--- src/rtl/detector_event_pkg.sv ---
// rtl/detector_event_pkg.sv - shared types and widths for the detector event sequencer
//
// Purpose: sequencer state encoding and the fixed detector/timestamp widths.
// Ports:   none (package).

package detector_event_pkg;

    localparam int DET_WIDTH = 64;
    localparam int TS_WIDTH  = 64;

    typedef enum logic [2:0] {
        ST_IDLE,
        ST_WINDOW,
        ST_SEND_TS,
        ST_SEND_HITS,
        ST_DEAD
    } det_state_t;

endpackage

--- src/rtl/detector_event_sequencer_if.sv ---
// rtl/detector_event_sequencer_if.sv - event output stream interface
//
// Purpose: stream carrying the two-beat event packet (timestamp, hit pattern).
// Signals: tdata  - beat data
//          tvalid - beat valid
//          tlast  - high on the hit-pattern beat
//          tready - downstream ready
// Modports: master (sequencer side), slave (sink side).

interface detector_event_sequencer_if;
    import detector_event_pkg::*;

    logic [DET_WIDTH-1:0] tdata;
    logic                 tvalid;
    logic                 tlast;
    logic                 tready;

    modport master (output tdata, output tvalid, output tlast, input tready);
    modport slave  (input tdata, input tvalid, input tlast, output tready);

endinterface

--- src/rtl/det_status_counter.sv ---
// rtl/det_status_counter.sv - wrapping status counter with increment enable
//
// Purpose: free-running event counter that wraps at 2^WIDTH.
// Ports:   clk   - clock
//          rst   - synchronous active-high reset, clears the count
//          inc   - add one this cycle
//          count - current count

module det_status_counter #(
    parameter int WIDTH = 32
) (
    input  logic             clk,
    input  logic             rst,
    input  logic             inc,
    output logic [WIDTH-1:0] count
);

    localparam logic [WIDTH-1:0] ONE = {{(WIDTH-1){1'b0}}, 1'b1};

    logic [WIDTH-1:0] count_q;
    logic [WIDTH-1:0] count_d;

    always_comb begin
        count_d = count_q;
        if (inc) begin
            count_d = count_q + ONE;
        end
    end

    always_ff @(posedge clk) begin
        if (rst) begin
            count_q <= '0;
        end else begin
            count_q <= count_d;
        end
    end

    assign count = count_q;

endmodule

--- src/rtl/detector_event_sequencer.sv ---
// rtl/detector_event_sequencer.sv - per-event trigger, coincidence window and packet sequencer
//
// Purpose: triggers on any masked detector hit, ORs masked hits over a
//          programmable window, emits a timestamp beat and a hit-pattern beat,
//          then holds off for a programmable dead time.
// Ports:   aclk, areset       - clock, synchronous active-high reset
//          cfg_enable         - trigger enable
//          cfg_mask           - channel mask (1 = participates)
//          cfg_window         - extra accumulation cycles after the trigger cycle
//          cfg_deadtime       - hold-off cycles after the last beat is accepted
//          det_data           - raw detector hits
//          m_axis             - event stream (master)
//          sts_events         - completed packets
//          sts_dropped        - masked-hit cycles lost while busy

module detector_event_sequencer
    import detector_event_pkg::*;
#(
    parameter int CNTR_WIDTH = 8,
    parameter int STS_WIDTH  = 32
) (
    input  logic                  aclk,
    input  logic                  areset,
    input  logic                  cfg_enable,
    input  logic [DET_WIDTH-1:0]  cfg_mask,
    input  logic [CNTR_WIDTH-1:0] cfg_window,
    input  logic [CNTR_WIDTH-1:0] cfg_deadtime,
    input  logic [DET_WIDTH-1:0]  det_data,
    detector_event_sequencer_if.master m_axis,
    output logic [STS_WIDTH-1:0]  sts_events,
    output logic [STS_WIDTH-1:0]  sts_dropped
);

    localparam logic [CNTR_WIDTH-1:0] CNTR_ONE = {{(CNTR_WIDTH-1){1'b0}}, 1'b1};
    localparam logic [TS_WIDTH-1:0]   TS_ONE   = {{(TS_WIDTH-1){1'b0}}, 1'b1};

    det_state_t            state_q,   state_d;
    logic [CNTR_WIDTH-1:0] cntr_q,    cntr_d;
    logic [CNTR_WIDTH-1:0] win_l_q,   win_l_d;
    logic [CNTR_WIDTH-1:0] dead_l_q,  dead_l_d;
    logic [TS_WIDTH-1:0]   ts_cnt_q,  ts_cnt_d;
    logic [TS_WIDTH-1:0]   ts_q,      ts_d;
    logic [DET_WIDTH-1:0]  acc_q,     acc_d;
    logic [DET_WIDTH-1:0]  det_reg_q, det_reg_d;

    logic [DET_WIDTH-1:0]  hit;
    logic                  hit_any;
    logic                  ev_inc;
    logic                  drop_inc;
    logic [DET_WIDTH-1:0]  tdata;
    logic                  tvalid;
    logic                  tlast;

    // The mask is applied live so a mask change takes effect on the
    // registered sample already in flight.
    assign hit     = det_reg_q & cfg_mask;
    assign hit_any = |hit;

    always_comb begin
        state_d   = state_q;
        cntr_d    = cntr_q;
        win_l_d   = win_l_q;
        dead_l_d  = dead_l_q;
        ts_cnt_d  = ts_cnt_q + TS_ONE;
        ts_d      = ts_q;
        acc_d     = acc_q;
        det_reg_d = det_data;
        ev_inc    = 1'b0;
        drop_inc  = 1'b0;
        tdata     = '0;
        tvalid    = 1'b0;
        tlast     = 1'b0;

        case (state_q)
            ST_IDLE: begin
                if (cfg_enable && hit_any) begin
                    ts_d     = ts_cnt_q;
                    acc_d    = hit;
                    win_l_d  = cfg_window;
                    dead_l_d = cfg_deadtime;
                    if (cfg_window == '0) begin
                        state_d = ST_SEND_TS;
                    end else begin
                        state_d = ST_WINDOW;
                        cntr_d  = CNTR_ONE;
                    end
                end
            end

            // Window runs to completion even if cfg_enable drops meanwhile.
            ST_WINDOW: begin
                acc_d = acc_q | hit;
                if (cntr_q == win_l_q) begin
                    state_d = ST_SEND_TS;
                end else begin
                    cntr_d = cntr_q + CNTR_ONE;
                end
            end

            ST_SEND_TS: begin
                tvalid   = 1'b1;
                tdata    = ts_q;
                drop_inc = hit_any;
                if (m_axis.tready) begin
                    state_d = ST_SEND_HITS;
                end
            end

            ST_SEND_HITS: begin
                tvalid   = 1'b1;
                tdata    = acc_q;
                tlast    = 1'b1;
                drop_inc = hit_any;
                if (m_axis.tready) begin
                    ev_inc = 1'b1;
                    if (dead_l_q == '0) begin
                        state_d = ST_IDLE;
                    end else begin
                        state_d = ST_DEAD;
                        cntr_d  = CNTR_ONE;
                    end
                end
            end

            ST_DEAD: begin
                drop_inc = hit_any;
                if (cntr_q == dead_l_q) begin
                    state_d = ST_IDLE;
                end else begin
                    cntr_d = cntr_q + CNTR_ONE;
                end
            end

            default: begin
                state_d = ST_IDLE;
            end
        endcase
    end

    always_ff @(posedge aclk) begin
        if (areset) begin
            state_q   <= ST_IDLE;
            cntr_q    <= '0;
            win_l_q   <= '0;
            dead_l_q  <= '0;
            ts_cnt_q  <= '0;
            ts_q      <= '0;
            acc_q     <= '0;
            det_reg_q <= '0;
        end else begin
            state_q   <= state_d;
            cntr_q    <= cntr_d;
            win_l_q   <= win_l_d;
            dead_l_q  <= dead_l_d;
            ts_cnt_q  <= ts_cnt_d;
            ts_q      <= ts_d;
            acc_q     <= acc_d;
            det_reg_q <= det_reg_d;
        end
    end

    // Beat data comes straight from held registers, so it stays stable
    // for as long as the beat waits on tready.
    assign m_axis.tdata  = tdata;
    assign m_axis.tvalid = tvalid;
    assign m_axis.tlast  = tlast;

    det_status_counter #(
        .WIDTH (STS_WIDTH)
    ) u_events_cnt (
        .clk   (aclk),
        .rst   (areset),
        .inc   (ev_inc),
        .count (sts_events)
    );

    det_status_counter #(
        .WIDTH (STS_WIDTH)
    ) u_dropped_cnt (
        .clk   (aclk),
        .rst   (areset),
        .inc   (drop_inc),
        .count (sts_dropped)
    );

endmodule
--- src/flat_wrapper.sv ---
// flat-port wrapper written by rule: the top's interface ports become plain ports
module detector_event_sequencer_flat import detector_event_pkg::*;
#(
    parameter int CNTR_WIDTH = 8,
    parameter int STS_WIDTH  = 32
)
  (aclk, areset, cfg_enable, cfg_mask, cfg_window, cfg_deadtime, det_data, sts_events, sts_dropped, m_axis_tdata, m_axis_tvalid, m_axis_tlast, m_axis_tready);
  detector_event_sequencer_if m_axis_i ();
  input  logic aclk;
  input  logic areset;
  input  logic cfg_enable;
  input  logic [DET_WIDTH-1:0] cfg_mask;
  input  logic [CNTR_WIDTH-1:0] cfg_window;
  input  logic [CNTR_WIDTH-1:0] cfg_deadtime;
  input  logic [DET_WIDTH-1:0] det_data;
  output logic [STS_WIDTH-1:0] sts_events;
  output logic [STS_WIDTH-1:0] sts_dropped;
  output wire logic [$bits(m_axis_i.tdata)-1:0] m_axis_tdata;
  output wire logic [$bits(m_axis_i.tvalid)-1:0] m_axis_tvalid;
  output wire logic [$bits(m_axis_i.tlast)-1:0] m_axis_tlast;
  input wire logic [$bits(m_axis_i.tready)-1:0] m_axis_tready;
  assign m_axis_tdata = m_axis_i.tdata;
  assign m_axis_tvalid = m_axis_i.tvalid;
  assign m_axis_tlast = m_axis_i.tlast;
  assign m_axis_i.tready = m_axis_tready;
  detector_event_sequencer #(.CNTR_WIDTH(CNTR_WIDTH), .STS_WIDTH(STS_WIDTH)) u_core (.aclk(aclk), .areset(areset), .cfg_enable(cfg_enable), .cfg_mask(cfg_mask), .cfg_window(cfg_window), .cfg_deadtime(cfg_deadtime), .det_data(det_data), .m_axis(m_axis_i), .sts_events(sts_events), .sts_dropped(sts_dropped));
endmodule
--- config.mk ---
export PLATFORM = sky130hd
export DESIGN_NAME = detector_event_sequencer_flat
export DESIGN_NICKNAME = d
export VERILOG_FILES = /design/src/rtl/detector_event_pkg.sv /design/src/rtl/detector_event_sequencer_if.sv /design/src/rtl/det_status_counter.sv /design/src/rtl/detector_event_sequencer.sv /design/src/flat_wrapper.sv
export SDC_FILE = /design/constraint.sdc
export NUM_CORES = 1
export LEC_CHECK = 0
export CORE_ASPECT_RATIO = 1.75
export CORE_MARGIN = 4
export CORE_UTILIZATION = 42
export CTS_BUF_LIST = sky130_fd_sc_hd__clkbuf_8
export DETAILED_ROUTE_END_ITERATION = 12
export PLACE_DENSITY = 0.67
export RECOVER_POWER = 25
export SYNTH_ARGS = -nofsm -noshare
export SYNTH_HDL_FRONTEND = slang
export SYNTH_SLANG_ARGS = --single-unit
export TNS_END_PERCENT = 10
--- constraint.sdc ---
create_clock -name aclk -period 5 [get_ports aclk]
set_clock_uncertainty 0.1 [all_clocks]
set_input_delay 1 -clock aclk [delete_from_list [all_inputs] [get_ports aclk]]
set_output_delay 1 -clock aclk [all_outputs]
set_load 0.01 [all_outputs]
# ---- Yosys cells after proc, flatten, opt, wreduce, memory -nomap -nowiden
# Cells that the tools add are included.
dict set report op_classes {
  add_sub_neg 4
  n_eq_ne 15
  n_mux 23
  bitwise 2
  reduce_logical 13
}
# cell n
set ops {}
lappend ops {{case mux 64 bit (2 select lines)} 2}
lappend ops {{adder 32 x 1 -> 32 bit (second input constant)} 2}
lappend ops {{adder 64 x 1 -> 64 bit (second input constant)} 1}
lappend ops {{bitwise AND 64 bit} 1}
lappend ops {{two-way mux 64 bit} 1}
lappend ops {{bitwise OR 64 bit} 1}
lappend ops {{OR reduction 64 bit} 1}
lappend ops {{two-way mux 8 bit} 6}
lappend ops {{case mux 8 bit (4 select lines)} 1}
lappend ops {{two-way mux 3 bit} 6}
lappend ops {{== test 8 bit} 2}
lappend ops {{zero test 8 bit} 2}
lappend ops {{case mux 3 bit (5 select lines)} 1}
lappend ops {{!= test 2 bit (second input constant)} 6}
lappend ops {{adder 8 x 1 -> 8 bit (second input constant)} 1}
lappend ops {{AND reduction 7 bit} 1}
lappend ops {{== test 3 x 2 -> 1 bit (second input constant)} 2}
lappend ops {{!= test 2 x 1 -> 1 bit (second input constant)} 3}
lappend ops {{two-way mux 1 bit} 5}
lappend ops {{AND reduction 5 bit} 1}
lappend ops {{AND reduction 2 bit} 2}
lappend ops {{nonzero test 4 bit} 1}
lappend ops {{== test 3 x 1 -> 1 bit (second input constant)} 1}
lappend ops {{== test 3 bit (second input constant)} 1}
lappend ops {{other kinds (6)} 6}
dict set report totals {
  ff_bits 347
  input_bits 148
  output_inout_bits 130
  word_cells 67
}

# ---- Depth between registers and ports, before layout
# Gate-level depths: netlist of the first run.
dict set report depth {
  ltp_word 5
  mapped_depth 10
  mapped_depth_nobuf 8
}

# ---- Modules after synthesis
# A second synthesis of the first run with hierarchy kept.
dict set report unflattened {
  cells_unflattened 1552
  area_unflattened_um2 14587.7
}
# mod instances cells_each area_each_um2 seq_area_each_um2
set by_module_without_submodules {}
lappend by_module_without_submodules {detector_event_sequencer 1 1190 11459.7 5665.4}
lappend by_module_without_submodules {det_status_counter 2 181 1564.0 640.6}

# ---- Least setup slack after synthesis of the first run
# OpenSTA, ideal clock, no wires.
dict set report synth_path {
  kind {input port to flip-flop}
  startpoint {in cfg_window[3]}
  endpoint {reg u_core.state_q[1]}
  setup_ns 0.091
  arrival_time_ns 2.863
  t_required_ns 4.809
  setup_slack_ns 1.945
  stages 8
  path_buffers 1
  cell_sequence {or4_1 nor3_1 o221ai_1 o211ai_1 clkbuf_1 nor2_1 o31ai_1 nor4bb_1}
}
dict set report synth_between {
  elab_chain_cells 4
}
# element line
set synth_rtl {}
lappend synth_rtl {{start, declared} flat_wrapper.sv:13} ;# input logic [CNTR_WIDTH-1:0] cfg_window;
lappend synth_rtl {{zero test 8 bit} detector_event_sequencer.sv:81} ;# if (cfg_window == '0) begin
lappend synth_rtl {{two-way mux 2 bit} detector_event_sequencer.sv:81}
lappend synth_rtl {{two-way mux 3 bit} detector_event_sequencer.sv:76} ;# if (cfg_enable && hit_any) begin
lappend synth_rtl {{case mux 3 bit (5 select lines)} detector_event_sequencer.sv:74} ;# case (state_q)
lappend synth_rtl {{end signal, assigned} detector_event_sequencer.sv:151} ;# state_q <= state_d;
lappend synth_rtl {{end, declared} detector_event_sequencer.sv:37} ;# det_state_t state_q, state_d;
# No other way between the ends. The select of a mux whose other input is x is not followed.
# A chain may end at the register's enable or synchronous reset.

# ---- Worst setup path in the final report of the first run
dict set report layout_path {
  startpoint {reg u_core.state_q[0]}
  endpoint {out m_axis_tdata[37]}
}
dict set report layout_between {
  elab_chain_cells 2
  word_cells_on_any_way 3
  classes_between {eq/ne (2); mux (1)}
}
# element line
set layout_rtl {}
lappend layout_rtl {{== test 3 x 2 -> 1 bit} detector_event_sequencer.sv:74}
lappend layout_rtl {{case mux 64 bit (2 select lines) *} detector_event_sequencer.sv:74}
lappend layout_rtl {{end, declared} flat_wrapper.sv:18} ;# output wire logic [$bits(m_axis_i.tdata)-1:0] m_axis_tdata;
# Mark *: on every way between the ends. The rest lies on a longest branch, timed or not.

==> flow_summary.ini, run 1 <==
[status]
status = finished, violations left
violations = max-capacitance violations, max-slew violations

[critical_path]
crit_path_top_delay_cell = dfxtp_4
criticalPathCategory = reg2out
start_kind = register
worstPathArrival_ns = 3.08
r2r_end = u_core.u_events_cnt.count[31]
ff2ff_path_depth = 7
critPathCaptureType = output port
r2r_slack_ns = 1.34
startpoint = u_core.state_q[0]
crit_path_end = m_axis_tdata[37]
worst_ep_required_time_ns = 3.90
max_stage_delay_ns = 0.98
crit_chain = buf_4 > mux2i_1 > nor2_1 > clkdlybuf4s50_1
crit_fanout = 56
r2r_start = u_core.state_q[0]

[power_and_ir_drop]
pwr-share-seq_pct = 46.7
p_leak_uw = 0.006414
pwr_density_cell_mw_per_mm2 = 353.3
p_switching_uw = 2022
vdd_ir_drop_max_mv = 0.1996
finalPower_uw = 6586
combPwrFrac_pct = 17.6
switching_share_pct = 30.70
p_int_uw = 4564
power_frac_clock_pct = 35.6

[floorplanning]
core_area_mm2 = 0.03385
die_area_mm2 = 0.03762
io_pins = 278
start_util_pct = 42.77
rows = 89
dieWidth_um = 148.3
fp.dieH_um = 253.6

[sta]
rsz0062_at_grt = false
maxSlewViolCount = 162
hold_viol = 0
worst_pin_slew_ns = 3.444
fin_tns_setup_ns = 0
finalCritPeriodShare_pct = 83.69
setup_violations = 0
fin_ws_ns = 0.8157
max_freq_ghz = 0.2390
min_period_ns = 4.184
timing.slew.headroom_pct = -129.6

[synth]
synth_top_area_cell = dfxtp_1
ys.warnings.count = 0
synth_most_common_cell = dfxtp_1
synth_flop_cell = dfxtp_1
syn-num-nets = 1851
synth_cells = 1699
yosysUniqueCellTypes = 49
ys_seq_area_share_pct = 47.98
syn-cell-area_mm2 = 0.01448
synth-edff-count = 0
synth_area_leaders = dfxtp_1, nand2_1, nor2_1, a21oi_1, mux2i_1
synthTopCellsByCount = dfxtp_1, nand2_1, nor2_1, a21oi_1, clkbuf_1
avgSynthCellArea_um2 = 8.521
yosys.area.top_type_share_pct = 47.98
synth_seq_cells = 347
synthArstFlopShare_pct = 0

[cts]
postCtsSetupBuffers = 0
cts_sinks = 347
cts_made_buffers = 52
htree_levels = 2
cts_tree = built
clk_latency_ns = 0.61
cts.path.max_buffers = 3
post_cts_resized = 0
cts_root_buf = clkbuf_8
hold_buffers = 0
path_clk_slew_ns = 0.07

[cells_and_area]
final-seq-area_mm2 = 0.006950
layout-drive-gt1-share_pct = 5.460
area_growth_pct = 28.77
multi_input_area_mm2 = 0.007028
finalNetCount = 2093
fill_cells = 3212

[placed_design]
hpwlAfterDp_um = 31930
dp_worst_setup_slack_ns = 0.8680
place_congestion = 0.8718
io_buffers = 277

[hold_path]
worstHoldPathType = reg2reg

[global_route]
grt_pass1_vias = 13104
grt_start_max_net_pins = 162
grt_usage_pct = 23.47
grt_pass1_wl_um = 71040
gr-total-overflow = 0
antenna_found_initial = 6

[route]
route.detailed.drc = 0
drt-total-wl_um = 45120
ant_nets = 0
vias = 13028
drt-initial-drc-count = 786
post_drt_wl_per_cell_um = 18.53
vias_per_cell = 5.350
dr.pass1.iters = 5

[job]
cap_violations = 1
[routing by layer]
layer | up-vias | wire [um] | GRT usage (%)
li1 | 6407 | - | -
met1 | 6139 | 17850 | 27.22
met2 | 373 | 22290 | 41.06
met3 | 101 | 3372 | 6.673
met4 | 8 | 1541 | 8.719
met5 | - | 61 | 0
[cells in the final DEF (no fill, tap or decap), drive strengths merged, types with 12 or more instances in the layout]
cell type | synthesis | final
nand4 | 28 | 28
or3 | 37 | 37
clkdlybuf4s50 | 0 | 264
a32oi | 64 | 64
inv | 29 | 45
a31oi | 15 | 15
nor3 | 12 | 12
nand2 | 240 | 240
xnor2 | 36 | 36
a22oi | 32 | 32
dlygate4sd3 | 0 | 12
or4 | 23 | 23
o21ai | 31 | 31
dfxtp | 347 | 347
mux2i | 65 | 65
o31ai | 12 | 12
and3 | 18 | 18
buf | 18 | 14
nand3 | 46 | 46
nor4 | 24 | 24
a21oi | 130 | 130
xor2 | 59 | 59
nor2 | 232 | 232
nor2b | 68 | 68
clkbuf | 89 | 74
[worst min path at each step]
| stage | slack [ns] | cells after the start | startpoint | end |
|---|---|---|---|---|
| floorplan | 0.33 | 2 | u_core.ts_cnt_q[63] | u_core.ts_q[63] |
| global placement | 0.34 | 2 | u_core.ts_q[53] | u_core.ts_q[53] |
| detailed placement | 0.35 | 2 | u_core.ts_q[58] | u_core.ts_q[58] |
| CTS | 0.36 | 2 | u_core.ts_q[58] | u_core.ts_q[58] |
| global route | 0.37 | 2 | u_core.ts_q[51] | u_core.ts_q[51] |
| finish | 0.35 | 2 | u_core.ts_q[25] | u_core.ts_q[25] |
[power by group through the flow]
| stage | sequential, uW | clock (uW) | combinational, uW |
|---|---|---|---|
| detailed placement | 3130 | 0 | 1160 |
| global route | 3090 | 2520 | 1270 |
| finish | 3080 | 2350 | 1160 |
| floorplan | 2990 | 0 | 815 |
| CTS | 3070 | 2410 | 1170 |
| global placement | 3140 | 0 | 1150 |
[layout make-up]
| class | instances | area share (%) |
|---|---|---|
| clock buffer | 69 | 5.094 |
| clock inverter | 22 | 0.5436 |
| multi-input combinational | 1216 | 37.70 |
| sequential | 347 | 37.28 |
| timing repair buffer | 295 | 15.72 |
| inverter | 29 | 0.5839 |
| antenna | 2 | 0.02685 |
| tap | 455 | 3.054 |
[metrics by stage]
stage	area, um2	utilization, %	cells	hold slack (ns)
2_1_floorplan	14480	-	1699	0.3319
3_3_place_gp	17610	52.01	2342	0.3416
6_report	18640	55.07	2435	0.3528
4_1_cts	18660	55.12	2433	0.3551
5_1_grt	18640	55.07	2435	0.3731
3_5_place_dp	17610	52.01	2342	0.3456
[registers in the layout, indices dropped and copies added (netlist names)]
signal	count
u_core.det_reg_q	64
u_core.ts_q	64
u_core.cntr_q	8
u_core.acc_q	64
u_core.ts_cnt_q	64
u_core.u_events_cnt.count	32
u_core.win_l_q	8
u_core.state_q	3
u_core.u_dropped_cnt.count	32
u_core.dead_l_q	8
[critical path, delay by kind of cell, from the launching register on]
kind	cells	cell delay (ns)
and+or+nand+nor	1	0.08
DFF	1	0.98
muxes	1	0.41
buffers and inverters	2	0.99
[logic make-up (layout without fill, tap and decap cells)]
| family | Yosys count | count (layout) | synth area share [%] |
|---|---|---|---|
| compound gates | 297 | 297 | 13.11 |
| other cells | 0 | 2 | 0 |
| mux | 66 | 66 | 4.572 |
| flops | 347 | 347 | 47.98 |
| xor+xnor | 95 | 95 | 5.747 |
| fa+ha+maj | 4 | 4 | 0.3457 |
| simple gates | 754 | 754 | 24.66 |
| buf+inv | 136 | 415 | 3.586 |
No activity file was read; power rests on OpenSTA's default activity.
==> inputs of run 2 (changes only) <==
--- a/config.mk
+++ b/config.mk
@@ -10,7 +10,7 @@
 export CORE_UTILIZATION = 42
 export CTS_BUF_LIST = sky130_fd_sc_hd__clkbuf_8
 export DETAILED_ROUTE_END_ITERATION = 12
-export PLACE_DENSITY = 0.67
+export PLACE_DENSITY = 0.69
 export RECOVER_POWER = 25
 export SYNTH_ARGS = -nofsm -noshare
 export SYNTH_HDL_FRONTEND = slang
==> constraint.sdc (replaced) <==
create_clock -name aclk -period 3.45 [get_ports aclk]
set_clock_uncertainty 0.1 [all_clocks]
set_input_delay 0.69 -clock aclk [delete_from_list [all_inputs] [get_ports aclk]]
set_output_delay 0.69 -clock aclk [all_outputs]
set_load 0.01 [all_outputs]
==> flow_summary.ini, run 2 (synthesis results as in run 1) <==
[status]
status = finished, violations left
violations = max-capacitance violations, max-slew violations

[hold_path]
worstHoldPathType = reg2reg
hold_start = u_core.ts_q[63]

[cells_and_area]
layout-drive-gt1-share_pct = 6.453
area_growth_pct = 30.78
multi_input_area_mm2 = 0.007028
final_cell_mix = dfxtp_1, clkdlybuf4s50_1, nand2_1
finalNetCount = 2114
fill_cells = 3151
final-seq-area_mm2 = 0.006953
layout_commonest_cell = dfxtp_1

[critical_path]
criticalPathCategory = reg2out
start_kind = register
startpoint = u_core.state_q[2]
worstPathArrival_ns = 2.53
crit_fanout = 64
critPathCaptureType = output port
r2r_start = u_core.ts_cnt_q[2]
worst_ep_required_time_ns = 2.66

[floorplanning]
rows = 89
fp.dieH_um = 253.6
core_area_mm2 = 0.03385
dieWidth_um = 148.3
start_util_pct = 42.77
io_pins = 278
die_area_mm2 = 0.03762

[sta]
hold_slack_ns = 0.3514
setup_violations = 0
hold_viol = 0
timing.slew.headroom_pct = -45.96
max_freq_ghz = 0.3008
worst_pin_slew_ns = 2.189
fin_tns_setup_ns = 0
rsz0062_at_grt = false
maxSlewViolCount = 191
min_period_ns = 3.324
finalCritPeriodShare_pct = 96.35

[route]
post_drt_wl_per_cell_um = 18.12
drt-initial-drc-count = 721
vias = 13226
drt-total-wl_um = 44510
route.detailed.drc = 0
dr.pass1.iters = 6
ant_nets = 0
vias_per_cell = 5.385

[cts]
htree_levels = 2
cts_sinks = 347
cts.path.max_buffers = 3
cts_root_buf = clkbuf_8
cts_made_buffers = 52
hold_buffers = 0
cts_tree = built
clk_latency_ns = 0.61
path_clk_slew_ns = 0.06

[power_and_ir_drop]
p_int_uw = 6810
pwr_density_cell_mw_per_mm2 = 514.2
power_frac_clock_pct = 35.2
pwr-share-seq_pct = 44.9
vdd_ir_drop_max_mv = 0.4059
p_switching_uw = 2927
switching_share_pct = 30.06
p_leak_uw = 0.006536
combPwrFrac_pct = 19.9

[placed_design]
hpwlAfterDp_um = 31960
place_congestion = 0.8332
io_buffers = 277

[global_route]
grt_start_max_net_pins = 191
gr-total-overflow = 0
grt_usage_pct = 22.92
grt_pass1_wl_um = 69730
antenna_found_initial = 4
grt_pass1_vias = 13264

[job]
cap_violations = 1
[run 2: changes by cell type in the layout (fill, tap and decap cells not counted), sizes merged]
cell,change
clkbuf,-3
bufinv,+2
dlygate4sd3,-10
clkinv,+4
clkinvlp,-1
clkdlybuf4s50,+10
buf,+19
[run 2: what timing repair did]
item,in CTS,in global routing
buffers inserted,0,0
setup endpoints to repair,1,1
gates resized for setup,1,1
gates cloned,0,0
[run 2: path summary, 6_finish.rpt]
check | cells past startpoint | slack, ns | end
max reg2reg | 6 | 0.49 | u_core.ts_cnt_q[35]
min reg2reg | 2 | 0.35 | u_core.ts_q[63]
min | 2 | 0.35 | u_core.ts_q[63]
max | 5 | 0.13 | m_axis_tdata[18]
[run 2: power groups by stage]
stage / clock [uW] / combinational [uW] / sequential (uW)
final: 3430 / 1930 / 4370
after detailed placement: 0 / 1930 / 4460
after global routing: 3710 / 2090 / 4390
after CTS: 3540 / 1950 / 4370
after floorplan: 0 / 1180 / 4330
after global placement: 0 / 1920 / 4460
[run 2: routing by layer]
metal | part of all wire [%] | GRT usage (%)
met1 | 39 | 25.58
met2 | 49 | 40.12
met3 | 7.5 | 6.334
met4 | 5.0 | 11.07
met5 | 0.049 | 0
[run 2: critical path, cell delays in order (launching register included)]
cell and delay, ns:
dfxtp_2 0.37, inv_1 0.19, nand2_2 0.17, buf_12 0.24
nor2_1 0.32, clkdlybuf4s50_1 0.60
[run 2: layout make-up]
cell class / count / share of cell area (%)
clock buffers: 64 / 4.652
flip-flops and latches: 347 / 36.72
inverters: 29 / 0.5749
clock inverters: 27 / 0.9582
well taps: 455 / 3.007
repair buffers: 316 / 16.94
multi-input cells: 1216 / 37.12
diodes: 2 / 0.02643
[run 2: stage by stage]
step           worst slack (ns)  utilization (%)  cells  power [uW]  area, um2
3_5_place_dp            0.06295            52.85   2363        6394      17890
6_report                 0.1260            55.93   2456        9737      18930
4_1_cts                 0.05579            55.99   2454        9857      18950
3_3_place_gp            0.07452            52.85   2363        6380      17890
5_1_grt                 0.03424            55.93   2456       10190      18930
2_1_floorplan            0.7055                -   1699        5516      14480
